===== src/rtl/dp_pkg.sv =====
// Shared definitions for the datapath instruction sequencer: instruction
// layout, field positions and FSM state encoding.
package dp_pkg;

    localparam int OPC_W   = 3;
    localparam int RA_W    = 2;
    localparam int RPT_W   = 2;
    localparam int INSTR_W = 11;

    localparam int OPC_LSB = 8;
    localparam int WA_LSB  = 6;
    localparam int RA1_LSB = 4;
    localparam int RA2_LSB = 2;
    localparam int RPT_LSB = 0;

    // Member order mirrors the packed word: [10:8] opcode ... [1:0] rpt.
    typedef struct packed {
        logic [OPC_W-1:0] opcode;
        logic [RA_W-1:0]  wa;
        logic [RA_W-1:0]  ra1;
        logic [RA_W-1:0]  ra2;
        logic [RPT_W-1:0] rpt;
    } dp_instr_t;

    typedef enum logic [1:0] {
        ST_IDLE  = 2'd0,
        ST_READ  = 2'd1,
        ST_WRITE = 2'd2
    } dp_state_e;

endpackage


===== src/rtl/dp_instr_fifo.sv =====
// Synchronous show-ahead FIFO holding queued instruction words.
// clr empties it at the clock edge and takes priority over push/pop.
module dp_instr_fifo #(
    parameter int DEPTH = 4,
    parameter int W     = 11,
    localparam int AW   = $clog2(DEPTH)
) (
    input  logic         clk,
    input  logic         rst_n,
    input  logic         push,
    input  logic         pop,
    input  logic         clr,
    input  logic [W-1:0] din,
    output logic [W-1:0] dout,
    output logic         full,
    output logic         empty,
    output logic [AW:0]  level
);

    localparam logic [AW:0] PTR_ONE  = {{AW{1'b0}}, 1'b1};
    localparam logic [AW:0] FULL_LVL = (AW+1)'(DEPTH);

    logic [W-1:0] mem_r [DEPTH];
    logic [AW:0]  wr_ptr_r;
    logic [AW:0]  rd_ptr_r;
    logic [AW:0]  level_r;
    logic         push_ok_s;
    logic         pop_ok_s;

    assign push_ok_s = push && !full && !clr;
    assign pop_ok_s  = pop && !empty && !clr;

    // Storage array write port.
    always_ff @(posedge clk) begin
        if (push_ok_s) begin
            mem_r[wr_ptr_r[AW-1:0]] <= din;
        end
    end

    // Pointer and occupancy bookkeeping.
    always_ff @(posedge clk or negedge rst_n) begin
        if (!rst_n) begin
            wr_ptr_r <= '0;
            rd_ptr_r <= '0;
            level_r  <= '0;
        end else if (clr) begin
            wr_ptr_r <= '0;
            rd_ptr_r <= '0;
            level_r  <= '0;
        end else begin
            if (push_ok_s) begin
                wr_ptr_r <= wr_ptr_r + PTR_ONE;
            end
            if (pop_ok_s) begin
                rd_ptr_r <= rd_ptr_r + PTR_ONE;
            end
            case ({push_ok_s, pop_ok_s})
                2'b10:   level_r <= level_r + PTR_ONE;
                2'b01:   level_r <= level_r - PTR_ONE;
                default: level_r <= level_r;
            endcase
        end
    end

    assign dout  = mem_r[rd_ptr_r[AW-1:0]];
    assign full  = (level_r == FULL_LVL);
    assign empty = (level_r == '0);
    assign level = level_r;

endmodule


===== src/rtl/dp_sequencer.sv =====
// Instruction sequencer: queues packed ALU instructions and issues each as
// READ/WRITE cycle pairs, repeated rpt+1 times, to the datapath controls.
module dp_sequencer
    import dp_pkg::*;
#(
    parameter int FIFO_DEPTH = 4,
    parameter int CNT_W      = 16,
    localparam int LVL_W     = $clog2(FIFO_DEPTH) + 1
) (
    input  logic               clk,
    input  logic               rst_n,
    input  logic               instr_valid,
    output logic               instr_ready,
    input  logic [INSTR_W-1:0] instr_data,
    input  logic               flush,
    output logic               dp_we,
    output logic [RA_W-1:0]    dp_ra1,
    output logic [RA_W-1:0]    dp_ra2,
    output logic [RA_W-1:0]    dp_wa,
    output logic [OPC_W-1:0]   dp_opcode,
    output logic               busy,
    output logic               done,
    output logic [CNT_W-1:0]   exec_count,
    output logic [LVL_W-1:0]   fifo_level
);

    localparam logic [CNT_W-1:0] CNT_ONE = {{(CNT_W-1){1'b0}}, 1'b1};
    localparam logic [RPT_W-1:0] RPT_ONE = {{(RPT_W-1){1'b0}}, 1'b1};

    dp_state_e          state_r;
    dp_state_e          state_nx_s;
    logic [RPT_W-1:0]   rep_cnt_r;
    logic [RPT_W-1:0]   rep_cnt_nx_s;
    logic               pop_s;
    logic               push_s;
    logic               done_nx_s;
    logic               fifo_full_s;
    logic               fifo_empty_s;
    logic [INSTR_W-1:0] fifo_dout_s;
    dp_instr_t          head_s;

    assign instr_ready = !fifo_full_s && !flush;
    assign push_s      = instr_valid && instr_ready;
    assign head_s      = fifo_dout_s;

    dp_instr_fifo #(
        .DEPTH (FIFO_DEPTH),
        .W     (INSTR_W)
    ) u_fifo (
        .clk   (clk),
        .rst_n (rst_n),
        .push  (push_s),
        .pop   (pop_s),
        .clr   (flush),
        .din   (instr_data),
        .dout  (fifo_dout_s),
        .full  (fifo_full_s),
        .empty (fifo_empty_s),
        .level (fifo_level)
    );

    // Next-state, repeat counter and pop decisions; flush beats any pop.
    always_comb begin
        state_nx_s   = state_r;
        rep_cnt_nx_s = rep_cnt_r;
        pop_s        = 1'b0;
        done_nx_s    = 1'b0;
        case (state_r)
            ST_IDLE: begin
                if (!fifo_empty_s && !flush) begin
                    pop_s        = 1'b1;
                    rep_cnt_nx_s = head_s.rpt;
                    state_nx_s   = ST_READ;
                end else begin
                    state_nx_s   = ST_IDLE;
                end
            end
            ST_READ: begin
                if (flush) begin
                    state_nx_s = ST_IDLE;
                end else begin
                    state_nx_s = ST_WRITE;
                end
            end
            ST_WRITE: begin
                if (flush) begin
                    state_nx_s = ST_IDLE;
                end else if (rep_cnt_r != '0) begin
                    rep_cnt_nx_s = rep_cnt_r - RPT_ONE;
                    state_nx_s   = ST_READ;
                end else begin
                    done_nx_s = 1'b1;
                    if (!fifo_empty_s) begin
                        pop_s        = 1'b1;
                        rep_cnt_nx_s = head_s.rpt;
                        state_nx_s   = ST_READ;
                    end else begin
                        state_nx_s   = ST_IDLE;
                    end
                end
            end
            default: begin
                state_nx_s = ST_IDLE;
            end
        endcase
    end

    // State, registered controls, field latches and the commit counter.
    always_ff @(posedge clk or negedge rst_n) begin
        if (!rst_n) begin
            state_r    <= ST_IDLE;
            rep_cnt_r  <= '0;
            dp_we      <= 1'b0;
            busy       <= 1'b0;
            done       <= 1'b0;
            exec_count <= '0;
            dp_opcode  <= '0;
            dp_wa      <= '0;
            dp_ra1     <= '0;
            dp_ra2     <= '0;
        end else begin
            state_r   <= state_nx_s;
            rep_cnt_r <= rep_cnt_nx_s;
            dp_we     <= (state_nx_s == ST_WRITE);
            busy      <= (state_nx_s != ST_IDLE);
            done      <= done_nx_s;
            // A WRITE cycle always commits, even when flush arrives with it.
            if (state_r == ST_WRITE) begin
                exec_count <= exec_count + CNT_ONE;
            end else begin
                exec_count <= exec_count;
            end
            if (pop_s) begin
                dp_opcode <= head_s.opcode;
                dp_wa     <= head_s.wa;
                dp_ra1    <= head_s.ra1;
                dp_ra2    <= head_s.ra2;
            end else begin
                dp_opcode <= dp_opcode;
                dp_wa     <= dp_wa;
                dp_ra1    <= dp_ra1;
                dp_ra2    <= dp_ra2;
            end
        end
    end

endmodule


===== config.mk =====
export PLATFORM = sky130hd
export DESIGN_NAME = dp_sequencer
export DESIGN_NICKNAME = d
export VERILOG_FILES = /design/src/rtl/dp_pkg.sv /design/src/rtl/dp_instr_fifo.sv /design/src/rtl/dp_sequencer.sv
export SDC_FILE = /design/constraint.sdc
export NUM_CORES = 1
export LEC_CHECK = 0
export CORE_ASPECT_RATIO = 1.5
export CORE_UTILIZATION = 55
export DETAILED_ROUTE_END_ITERATION = 7
export PLACE_DENSITY = 0.84
export SLEW_MARGIN = 20
export SYNTH_ARGS = -nofsm -noshare
export SYNTH_HDL_FRONTEND = slang
export SYNTH_HIERARCHICAL = 1
export SYNTH_SLANG_ARGS = --single-unit

===== constraint.sdc =====
create_clock -name clk -period 6 [get_ports clk]
set_input_delay 1.8 -clock clk [delete_from_list [all_inputs] [get_ports clk]]
set_output_delay 1.8 -clock clk [all_outputs]
set_load 0.02 [all_outputs]

# ---- Yosys cells after proc, flatten, opt, wreduce, memory -nomap -nowiden
# Memory sizes are Yosys's and may differ from the RTL's.
# Index checks and enable logic that the tools add are counted.
dict set report word_totals {
  reg_bits 41
  n_memories 1
  ramBits 44
}
# name depth width rd rd_clocked_by_memory_dff wr line
set memory_table {}
lappend memory_table {u_fifo.mem_r 4 11 1 0 1 dp_instr_fifo.sv:23} ;# logic [W-1:0] mem_r [DEPTH];
dict set report op_classes {
  n_mux 27
  n_eq_ne 9
  add_sub_neg 6
  n_reduce_logical 19
}
# cell n
set op_table {}
lappend op_table {{adder 16 x 1 -> 16 bit (second input constant)} 1}
lappend op_table {{two-way mux 3 bit} 5}
lappend op_table {{two-way mux 1 bit} 13}
lappend op_table {{two-way mux 2 bit} 5}
lappend op_table {{nonzero test 2 bit} 5}
lappend op_table {{adder 3 x 1 -> 3 bit (second input constant)} 3}
lappend op_table {{logical AND 1 bit} 7}
lappend op_table {{equality test 2 bit (second input constant)} 3}
lappend op_table {{one-hot mux 2 bit (3 select lines)} 1}
lappend op_table {{one-hot mux 3 bit (2 select lines)} 1}
lappend op_table {{equality test 2 x 1 -> 1 bit (second input constant)} 2}
lappend op_table {{!= test 2 bit (second input constant)} 2}
lappend op_table {{one-hot mux 2 bit (2 select lines)} 1}
lappend op_table {{AND reduction 4 bit} 1}
lappend op_table {{equality test 3 bit (second input constant)} 1}
lappend op_table {{zero test 1 bit} 3}
lappend op_table {{zero test 3 bit} 1}
lappend op_table {{!= test 3 bit (second input constant)} 1}
lappend op_table {{nonzero test 3 bit} 1}
lappend op_table {{subtractor 3 x 1 -> 3 bit (second input constant)} 1}
lappend op_table {{zero test 2 bit} 1}
lappend op_table {{one-hot mux 1 bit (2 select lines)} 1}
lappend op_table {{subtractor 2 x 1 -> 2 bit (second input constant)} 1}

# ---- Depth between registers and ports, before layout
dict set report depth {
  ltp_word 10
  depth_mapped 12
  mapped_depth_nobuf 10
}

# ---- Cells and area by module
# Netlist, hierarchy kept.
# mod n_inst area_each_um2 seq_area_each_um2 cells_each
set by_module_without_submodules {}
lappend by_module_without_submodules {dp_instr_fifo 1 2209.6 1496.4 122}
lappend by_module_without_submodules {dp_sequencer 1 1326.3 800.8 105}

# ---- Worst setup path before layout
# OpenSTA, ideal clock, no wires.
dict set report synth_path {
  path_kind {in2out}
  startpoint {in flush}
  endpoint {out instr_ready}
  n_path_buf 0
  slack_ns 2.088
  arrival_time_ns 2.112
  cell_stages 1
  required_time_ns 4.200
  path_cell_list {nor2_1}
}
dict set report synth_via {
  elab_chain_cells 2
}
# element line
set synth_lines {}
lappend synth_lines {{start, declared} dp_sequencer.sv:15} ;# input logic flush,
lappend synth_lines {{zero test 1 bit} dp_sequencer.sv:42} ;# assign instr_ready = !fifo_full_s && !flush;
lappend synth_lines {{logical AND 1 bit} dp_sequencer.sv:42}
lappend synth_lines {{end, declared} dp_sequencer.sv:13} ;# output logic instr_ready,
# Every way passes these cells.

# ---- Worst setup path in the final report
# Ends and elaborated chain as after synthesis.

==> run metrics <==
peak supply drop=0.000217 V; worst reg-to-reg path cell count=9; post-layout util=0.686; Main synth FF type=edfxtp_1; TritonCTS clock tree=built; Mapped Avg Cell Area=15.6 um^2; Max Cap Viol=0; Pint=0.000947 W; Sw Share=0.267; Met2 Wirelength=roughly 3.3 mm; r2r setup slk=just over 3 ns; Slew Limit Fails=0; die height=about 100 um; initial antenna violation count=0; number of global-route vias before repair=2020; Worst-path clk slew=0.09 ns; pwr dens=305 nW/um^2; Post-synth EDFFs=44; ys async rst share=0.470; largest net degree at the start of global routing=40; area of the mapped netlist=3540 um^2; Worst Hold End=exec_count[15]; skew final=~0.009 ns; Detail Route Antenna Nets=0; number of hold violations in the final report=0; # rows=35; uppermost layer routed=met4; Post-Place Setup Slack=1.05 ns; start point of the worst hold path=exec_count[15]; layout cells sized above 1=0.180; fin crit share=0.828; drt first pass iters=4; Buffers on Ports=46; later-pin clock latency in the skew report=0.36 ns; post_cts resized=0; M1 WL=2.30 mm; most frequent cells in the layout=45 x clkdlybuf4s50_1, 44 x edfxtp_1, 39 x dfrtp_1, 12 x nand2_1, 11 x mux4_2; clk sinks=83; first-pass GRT wire length=9.46 mm; most common cell after layout, fill and taps aside=clkdlybuf4s50_1; # H-tree levels=3; Worst-Margin Slew=approximately 0.86 ns; DRC=0; setup bufs post-CTS=0; status=finished, final reports clean; final WL=between 5 and 6 mm; type of origin of the critical path=primary input; Critical R2R Launch=u_fifo/level[0]; cells after synthesis=227; clock root buffer master=clkbuf_8; Setup CP Type=primary input to output pin; Tmin final=4.97 ns; critical path peak fanout=15; io pins=47; setup_tns=0 ns; Comb pwr share=0.153; total net switching power=0.000345 W; unrepaired setup endpoints after global routing=no; area delta synth->final=19.7%; met3 WL=between 200 and 250 um; CP Data Arrival Time=approximately 3.2 ns; Highest Clock Rate=201 MHz; Lkg Pwr=1.64 nW; Tot Pwr=0.00129 W; TritonCTS Buffers=9; placer's final routability congestion estimate=0.761; GRT Total Usage=0.199; worst path required time=4.20 ns; Slew HR=0.426; YS warnings=6; DR iter-0 viols=84; #FFs+latches synth=83; die area=just under 7000 um^2; worst hold path class=register to register; WHS=0.465 ns; number of antenna repair diodes=0; hold-fix buffers at CTS=0; Finish-stage setup viols=0; die width=67.5 um; Core ar.=6170 um^2; CTS max path bufs=2; power share of the clock group=0.318; gr ovfl total=0; vias=2029; syn nets=248; dpl hpwl=4.08 mm; Seq pwr share=0.528; initial core utilization=0.573; Fill cells=about 430; Crit Reg-Reg Endpoint=u_fifo/level[1]; Setup crit end kind=output pin; drt via density=5.68; register area share after synthesis=0.650; post-detailed-route wirelength per cell=16.7 um; setup slack after layout=1.03 ns; final net count=299; Netlist cell types=44; hold path depth=1
[routing by layer]
layer  global-route usage  vias up
met4                0.123        0
met1                0.217     1016
li1                     -      938
met3               0.0364       14
met5                    0        -
met2                0.344       61
[critical path, stage by stage]
cell,delay [ns]
clkdlybuf4s50_1,0.41
buf_4,0.20
nor2_1,0.14
clkdlybuf4s50_1,0.62
[per-stage QoR]
stage                     instances  instance area, um^2
final                           357                 4230
after global routing            357                 4230
after CTS                       357                 4230
after detailed placement        341                 4030
after global placement          341                 4030
after floorplan                 227                 3540
[cell usage after synthesis, types with 2 or more instances]
cell type	instances	share of area
nor3b_1	2	0.0042
and3_2	2	0.0042
nand4_1	4	0.0071
mux2_2	9	0.029
inv_1	8	0.0085
nand2_1	12	0.013
buf_6	4	0.013
a21oi_1	5	0.0071
edfxtp_1	44	0.37
o21ai_0	5	0.0071
buf_4	2	0.0042
ha_1	5	0.018
nand3_1	2	0.0028
mux4_2	11	0.070
dfrtp_1	39	0.28
xor2_1	10	0.025
o21ai_2	2	0.0050
nor3_1	9	0.013
and2_1	7	0.012
nand2b_1	4	0.0071
xnor2_1	9	0.022
nor2_1	10	0.011
[how the worst max path moves through the flow]
stage / startpoint / endpoint / slack [ns]
final: flush / instr_ready / 1.03
after global routing: flush / instr_ready / 1.00
after CTS: flush / instr_ready / 1.04
after detailed placement: flush / instr_ready / 1.05
after global placement: flush / instr_ready / 1.06
after floorplan: flush / instr_ready / 2.09
[kinds of logic (layout without fill, tap and decap cells)]
kind of cell,count (synthesis),in the layout,synth area share
simple gates,62,62,0.108
compound gates,21,21,0.0439
mux,21,21,0.102
fa+ha+maj,6,6,0.0234
flops,83,83,0.650
xor+xnor,19,19,0.0471
buf+inv,15,71,0.0269
[power groups by stage]
stage           logic, W  registers, W  clock network, W
6_report        0.000198      0.000683          0.000411
3_3_place_gp    0.000194      0.000692                 0
4_1_cts         0.000201      0.000683          0.000419
5_1_grt         0.000213      0.000689          0.000437
3_5_place_dp    0.000201      0.000695                 0
2_1_floorplan  0.0000618      0.000728                 0
[state kept, by name (all words and copies together) (netlist names)]
| signal | count |
|---|---|
| busy | 1 |
| u_fifo/level | 3 |
| u_fifo/mem_r | 44 |
| done | 1 |
| dp_wa | 2 |
| dp_opcode | 3 |
| u_fifo/wr_ptr_r | 2 |
| rep_cnt_r | 2 |
| dp_ra1 | 2 |
| dp_we | 1 |
| state_r | 2 |
| dp_ra2 | 2 |
| exec_count | 16 |
| u_fifo/rd_ptr_r | 2 |
[area by class of cell]
cell class / instances / area [um^2] / area share
clock buffers: 9 / 124 / 0.0293
clock inverters: 7 / 82.6 / 0.0195
inverters: 8 / 30.0 / 0.00709
multi-input cells: 129 / 1140 / 0.270
flip-flops and latches: 83 / 2300 / 0.543
well taps: 74 / 92.6 / 0.0219
repair buffers: 47 / 463 / 0.109
(Power assumes the default switching activity.)
==> variant 1 (same flow settings) <==
`CNT_W`: 16 -> 32.
--- a/src/rtl/dp_sequencer.sv
+++ b/src/rtl/dp_sequencer.sv
@@ -4,7 +4,7 @@
     import dp_pkg::*;
 #(
     parameter int FIFO_DEPTH = 4,
-    parameter int CNT_W      = 16,
+    parameter int CNT_W      = 32,
     localparam int LVL_W     = $clog2(FIFO_DEPTH) + 1
 ) (
     input  logic               clk,
Ports: changed (resized exec_count); port bits go from 47 to 63. No check against the original RTL was run, so the function may have changed too.
==> variant 1 against the unedited design <==
Sequential cell count up 16. Clock power grew 39%. Wire length is 33% higher. Total power increased by 17%. Synthesized cell count is 33% higher. Critical path type unchanged. Sequential share of layout area shrank 3.2 points. Area after synthesis grew 21%. Die area grew 20%. Setup slack gained 0.033 ns. Design area increased by 25%. Largest cell class unchanged.
==> variant 1: results (changes against the unedited design) <==
- Status: finished, final reports clean (unchanged)
- Post-synth EDFFs: 44 (unchanged)
- Worst reg-to-reg path cell count: 10 (was 9)
- Clk buf depth: 2 (unchanged)
- Num CTS Buffers: 9 (unchanged)
- DR pass1 iterations: 4 (unchanged)
- R2R setup slack: 2.73 ns (was 3.11 ns)
- Root Driver: clkbuf_16 (was clkbuf_8)
- GRT Total Usage: 21.94% (was 19.91%)
- Hold Crit Endpoint: exec_count[31]$_DFFE_PN0P_ (was exec_count[15]$_DFFE_PN0P_)
- Global-route wire length before repair: 12.99 mm (was 9.459 mm)
- Crit path max fanout: 15 (unchanged)
- Clk_lat worst skew: 0.33 ns (was 0.36 ns)
- Critical-path top delay cell: clkdlybuf4s50_1 (unchanged)
- Vias in the first global route: 2709 (was 2020)
- Dpl hpwl: 5.161 mm (was 4.080 mm)
- Distinct cells, synth: 47 (was 44)
- Hold path start: exec_count[31]$_DFFE_PN0P_ (was exec_count[15]$_DFFE_PN0P_)
- Slew headroom: 46.43% (was 42.57%)
- Syn_nets: 322 (was 248)
- Int Pwr: 1.158 mW (was 0.9468 mW)
- DR iter-0 viols: 179 (was 84)
- LEAKAGE: 2.024 nW (was 1.642 nW)
- Worst path max stage delay: 0.61 ns
- Max reg flops: 44 (unchanged)
- Setup Skew: 0.003306 ns (was 0.009101 ns)
- Gpl congestion: 0.7644 (was 0.7607)
- I/O Buffers: 62 (was 46)
- Commonest cells in the netlist: dfrtp_1 (55), edfxtp_1 (44), xnor2_1 (23), nand4_1 (16), nand2_1 (13) (was edfxtp_1 (44), dfrtp_1 (39), nand2_1 (12), mux4_2 (11))
- Post-CTS Setup Inserts: 0 (unchanged)
- Cts repair resizes: 0 (unchanged)
- Diodes inserted: 0 (unchanged)
- DRT antenna net count: 0 (unchanged)
- Placed cell area: 4976 um2 (was 4026 um2)
- Worst-case vdd ir drop: 265.4 uV (was 217.2 uV)
- Crit Reg-Reg Endpoint: u_fifo/level[1]$_DFFE_PN0P_ (unchanged)
- CP Data Arrival Time: 3.14 ns (was 3.17 ns)
- Via-per-instance ratio: 5.548 (was 5.683)
- Worst hold path type: reg2reg (unchanged)
- Asr flop ratio synth: 55.56% (was 46.99%)
- Synth Warn #: 6 (unchanged)
- Family with the most delay on the worst path: buffers and inverters (unchanged)
- FILL cells: 518 (was 426)
- Fraction of layout cells with a size suffix above 1: 12.67% (was 18.02%)
- Clock-pin slew on the worst setup and hold paths: 0.07 ns (was 0.09 ns)
- R2R Path Start: u_fifo/level[0]$_DFFE_PN0P_ (unchanged)
- Final #Nets: 387 (was 299)
- Synth top area cells: dfrtp_1 (32%), edfxtp_1 (31%), mux4_2 (5.8%) (was edfxtp_1 (37%), dfrtp_1 (28%), mux4_2 (7.0%))
- Largest net degree at the start of global routing: 56 (was 40)
- CTS H-tree lvls: 3 (unchanged)
- Initial antenna violation count: 0 (unchanged)
- WL per Instance: 16.75 um (was 16.70 um)
- Hold Path Stages: 1 (unchanged)
- Sequential area share after synthesis: 63.13% (was 64.97%)
variant 1: cell type report:
| type | instances | area, um2 | share of cell area (%) |
|---|---|---|---|
| flip-flops and latches | 99 | 2698 | 51.04 |
| multi-input cells | 181 | 1488 | 28.15 |
| repair buffers | 64 | 630.6 | 11.93 |
| clock buffers | 9 | 225.2 | 4.261 |
| well taps | 102 | 127.6 | 2.415 |
| clock inverters | 7 | 75.07 | 1.420 |
| inverters | 11 | 41.29 | 0.7812 |
variant 1: worst max-delay path by stage:
stage	start	to	slack, ns
after global placement	flush	instr_ready	1.07
after floorplan	flush	instr_ready	2.09
final	flush	instr_ready	1.06
after global routing	flush	instr_ready	0.99
after CTS	flush	instr_ready	1.06
after detailed placement	flush	instr_ready	1.06
variant 1: power by group through the flow:
stage	clock, mW	combinational (mW)	sequential [mW]
after floorplan	0	0.0465	0.820
after global routing	0.610	0.182	0.784
after detailed placement	0	0.168	0.793
after global placement	0	0.163	0.791
final	0.571	0.167	0.779
after CTS	0.586	0.169	0.779
variant 1: cell families after synthesis:
logic type	after synthesis	synth area share, %
xor+xnor	35	7.174
compound gates	26	4.334
buf+inv	21	2.255
simple gates	93	12.74
flops	99	63.13
mux	21	8.433
fa+ha+maj	6	1.933
variant 1: metrics by stage:
step	hold WS, ns	setup slack (ns)	total power [mW]	cells	util [%]
after floorplan	0.4610	2.088	0.8661	301	-
after global placement	0.4561	1.068	0.9544	457	65.79
after detailed placement	0.4570	1.060	0.9609	457	65.79
after CTS	0.4699	1.057	1.535	473	69.76
after global routing	0.4783	0.9889	1.576	473	69.88
final	0.4702	1.064	1.517	473	69.88
variant 1: per-layer routing:
metal / GRT usage [%] / vias to the layer above / wire (um)
met4: 11.13 / 0 / 134
met5: 0 / - / 0
met3: 4.583 / 9 / 295
met2: 37.47 / 64 / 4473
li1: - / 1246 / -
met1: 25.78 / 1305 / 3019
==> variant 2 (same settings) <==
Made on the original files. Register the output `exec_count` once more; this adds one clock of latency there. The other outputs are not delayed to match.
--- a/src/rtl/dp_sequencer.sv
+++ b/src/rtl/dp_sequencer.sv
@@ -26,6 +26,8 @@
 
     localparam logic [CNT_W-1:0] CNT_ONE = {{(CNT_W-1){1'b0}}, 1'b1};
     localparam logic [RPT_W-1:0] RPT_ONE = {{(RPT_W-1){1'b0}}, 1'b1};
+
+    logic [CNT_W-1:0] exec_count_s0;
 
     dp_state_e          state_r;
     dp_state_e          state_nx_s;
@@ -113,7 +115,7 @@
             dp_we      <= 1'b0;
             busy       <= 1'b0;
             done       <= 1'b0;
-            exec_count <= '0;
+            exec_count_s0 <= '0;
             dp_opcode  <= '0;
             dp_wa      <= '0;
             dp_ra1     <= '0;
@@ -126,9 +128,9 @@
             done      <= done_nx_s;
             // A WRITE cycle always commits, even when flush arrives with it.
             if (state_r == ST_WRITE) begin
-                exec_count <= exec_count + CNT_ONE;
+                exec_count_s0 <= exec_count_s0 + CNT_ONE;
             end else begin
-                exec_count <= exec_count;
+                exec_count_s0 <= exec_count_s0;
             end
             if (pop_s) begin
                 dp_opcode <= head_s.opcode;
@@ -144,5 +146,9 @@
         end
     end
 
+    always_ff @(posedge clk) begin
+        exec_count <= exec_count_s0;
+    end
+
 endmodule
 
Function: changed (Yosys sat finds a counterexample within 10 cycles, from zero or initial values and one cycle with rst_n low).
==> variant 2 against the unedited design <==
The run now ends with design-rule violations left. Synthesized cell count grew 7.9%. Sequential cell count grew 16. Wire length grew 4.1%. Sequential share of layout area grew 2.6 points. Area after synthesis grew 9.8%. Total power grew 14%. Fmax grew 0.59%. Sequential power grew 16%. Design area grew 8.7%. Setup slack gained 0.029 ns. Largest cell class unchanged. Largest power group unchanged. Highest routed layer unchanged.
==> variant 2: results (changes against the unedited design) <==
- Vias in the first global route: 2209 (was 2020)
- LEAKAGE: 1.768 nW (was 1.642 nW)
- Placed Cells incl. Taps: 361 (was 341)
- Commonest cells in the netlist: edfxtp_1 (44), dfrtp_1 (39), dfxtp_1 (16), xnor2_1 (14), nand2_1 (13) (was edfxtp_1 (44), dfrtp_1 (39), nand2_1 (12), mux4_2 (11))
- DR pass1 iterations: 6 (was 4)
- Syn_nets: 266 (was 248)
- Sequential area share after synthesis: 67.40% (was 64.97%)
- Clk buf depth: 2 (unchanged)
- Flops & latches, synth: 99 (was 83)
- Placed cell area: 4368 um2 (was 4026 um2)
- Clk_lat worst skew: 0.36 ns (about the same)
- Max reg flops: 44 (unchanged)
- Synth top area cells: edfxtp_1 (34%), dfrtp_1 (25%), dfxtp_1 (8.2%) (was edfxtp_1 (37%), dfrtp_1 (28%), mux4_2 (7.0%))
- Routing usage on met2: 33.43% (was 34.42%)
- CLK BUF: 11 (was 9)
- WL met3: 277 um (was 211 um)
- Grt met3 use: 3.086% (was 3.636%)
- Worst-case vdd ir drop: 233.6 uV (was 217.2 uV)
- Clk network pwr share: 32.7% (was 31.8%)
- Sequential fraction of total cell area: 56.86% (was 54.27%)
- R2R Path Start: u_fifo/level[0]$_DFFE_PN0P_ (unchanged)
- Global-route track usage on met1: 23.12% (was 21.73%)
- Non-clock buffer share of cell area: 10.06% (was 10.94%)
- Failing checks: design-rule violations
- FILL cells: 488 (was 426)
- Power Density: 318.9 nW/um2 (was 305.3 nW/um2)
- Setup Skew: 0.007583 ns (was 0.009101 ns)
- Int Pwr: 1.120 mW (was 0.9468 mW)
- Combinational gate power: 0.194 mW (was 0.198 mW)
- Met2 Wirelength: 3.496 mm (was 3.284 mm)
- Place WS: 1.057 ns (was 1.051 ns)
- Clock network area share: 5.110% (was 4.877%)
- Multi-input combinational area share: 25.28% (was 27.02%)
- Post-Route M1 WL: 2.345 mm (was 2.303 mm)
- Comb_multi_in: 130 (was 129)
- Asr flop ratio synth: 39.39% (was 46.99%)
- Syn avg cell area: 15.85 um2 (was 15.58 um2)
- Fraction of layout cells with a size suffix above 1: 16.72% (was 18.02%)
- Post-CTS Setup Inserts: 0 (unchanged)
- Via-per-instance ratio: 5.684 (was 5.683)
- Least-Margin Pin Slew: 0.8747 ns (was 0.8615 ns)
- Layout Cells excl Fill: 377 (was 357)
- Remaining DRCs: 8 (was 0)
- GRT Total Usage: 19.20% (was 19.91%)
- Global-route wire length before repair: 10.65 mm (was 9.459 mm)
- CP Data Arrival Time: 3.14 ns (was 3.17 ns)
- Dpl hpwl: 4.174 mm (was 4.080 mm)
- Distinct cells, synth: 47 (was 44)
- Status: finished, violations left (was finished, final reports clean)
- Inverter count: 7 (was 8)
- Largest net degree at the start of global routing: 40 (unchanged)
- DR iter-0 viols: 222 (was 84)
- Syn Inst Count: 245 (was 227)
- Gpl congestion: 0.7912 (was 0.7607)
- Hold path start: exec_count_s0[15]$_DFFE_PN0P_ (was exec_count[15]$_DFFE_PN0P_)
- WL per Instance: 16.46 um (was 16.70 um)
- Finished Core Util: 67.18% (was 68.55%)
- Final #Nets: 315 (was 299)
-- variant 2: logic make-up after synthesis --
group                      after synthesis  share of synthesized area, %
muxes                                   21                         9.246
and+or+nand+nor                         63                         10.05
AOI/OAI and AO/OA                       21                         4.253
xor gates and xnor gates                19                         4.285
buffers and inverters                   16                         2.642
DFF                                     99                         67.40
adders and majority gates                6                         2.126
-- variant 2: worst paths after layout --
| path | endpoint | slack (ns) | cells after the start |
|---|---|---|---|
| worst max-delay path | instr_ready | 1.06 | 4 |
| max in group asynchronous | dp_ra2[0]$_DFFE_PN0P_ | 3.89 | 1 |
| worst max register to register | u_fifo/level[1]$_DFFE_PN0P_ | 3.02 | 9 |
| worst min register to register | exec_count[15]$_DFF_P_ | 0.40 | 0 |
| min in group asynchronous | exec_count_s0[0]$_DFFE_PN0P_ | 1.55 | 1 |
| worst min-delay path | exec_count[15]$_DFF_P_ | 0.40 | 0 |
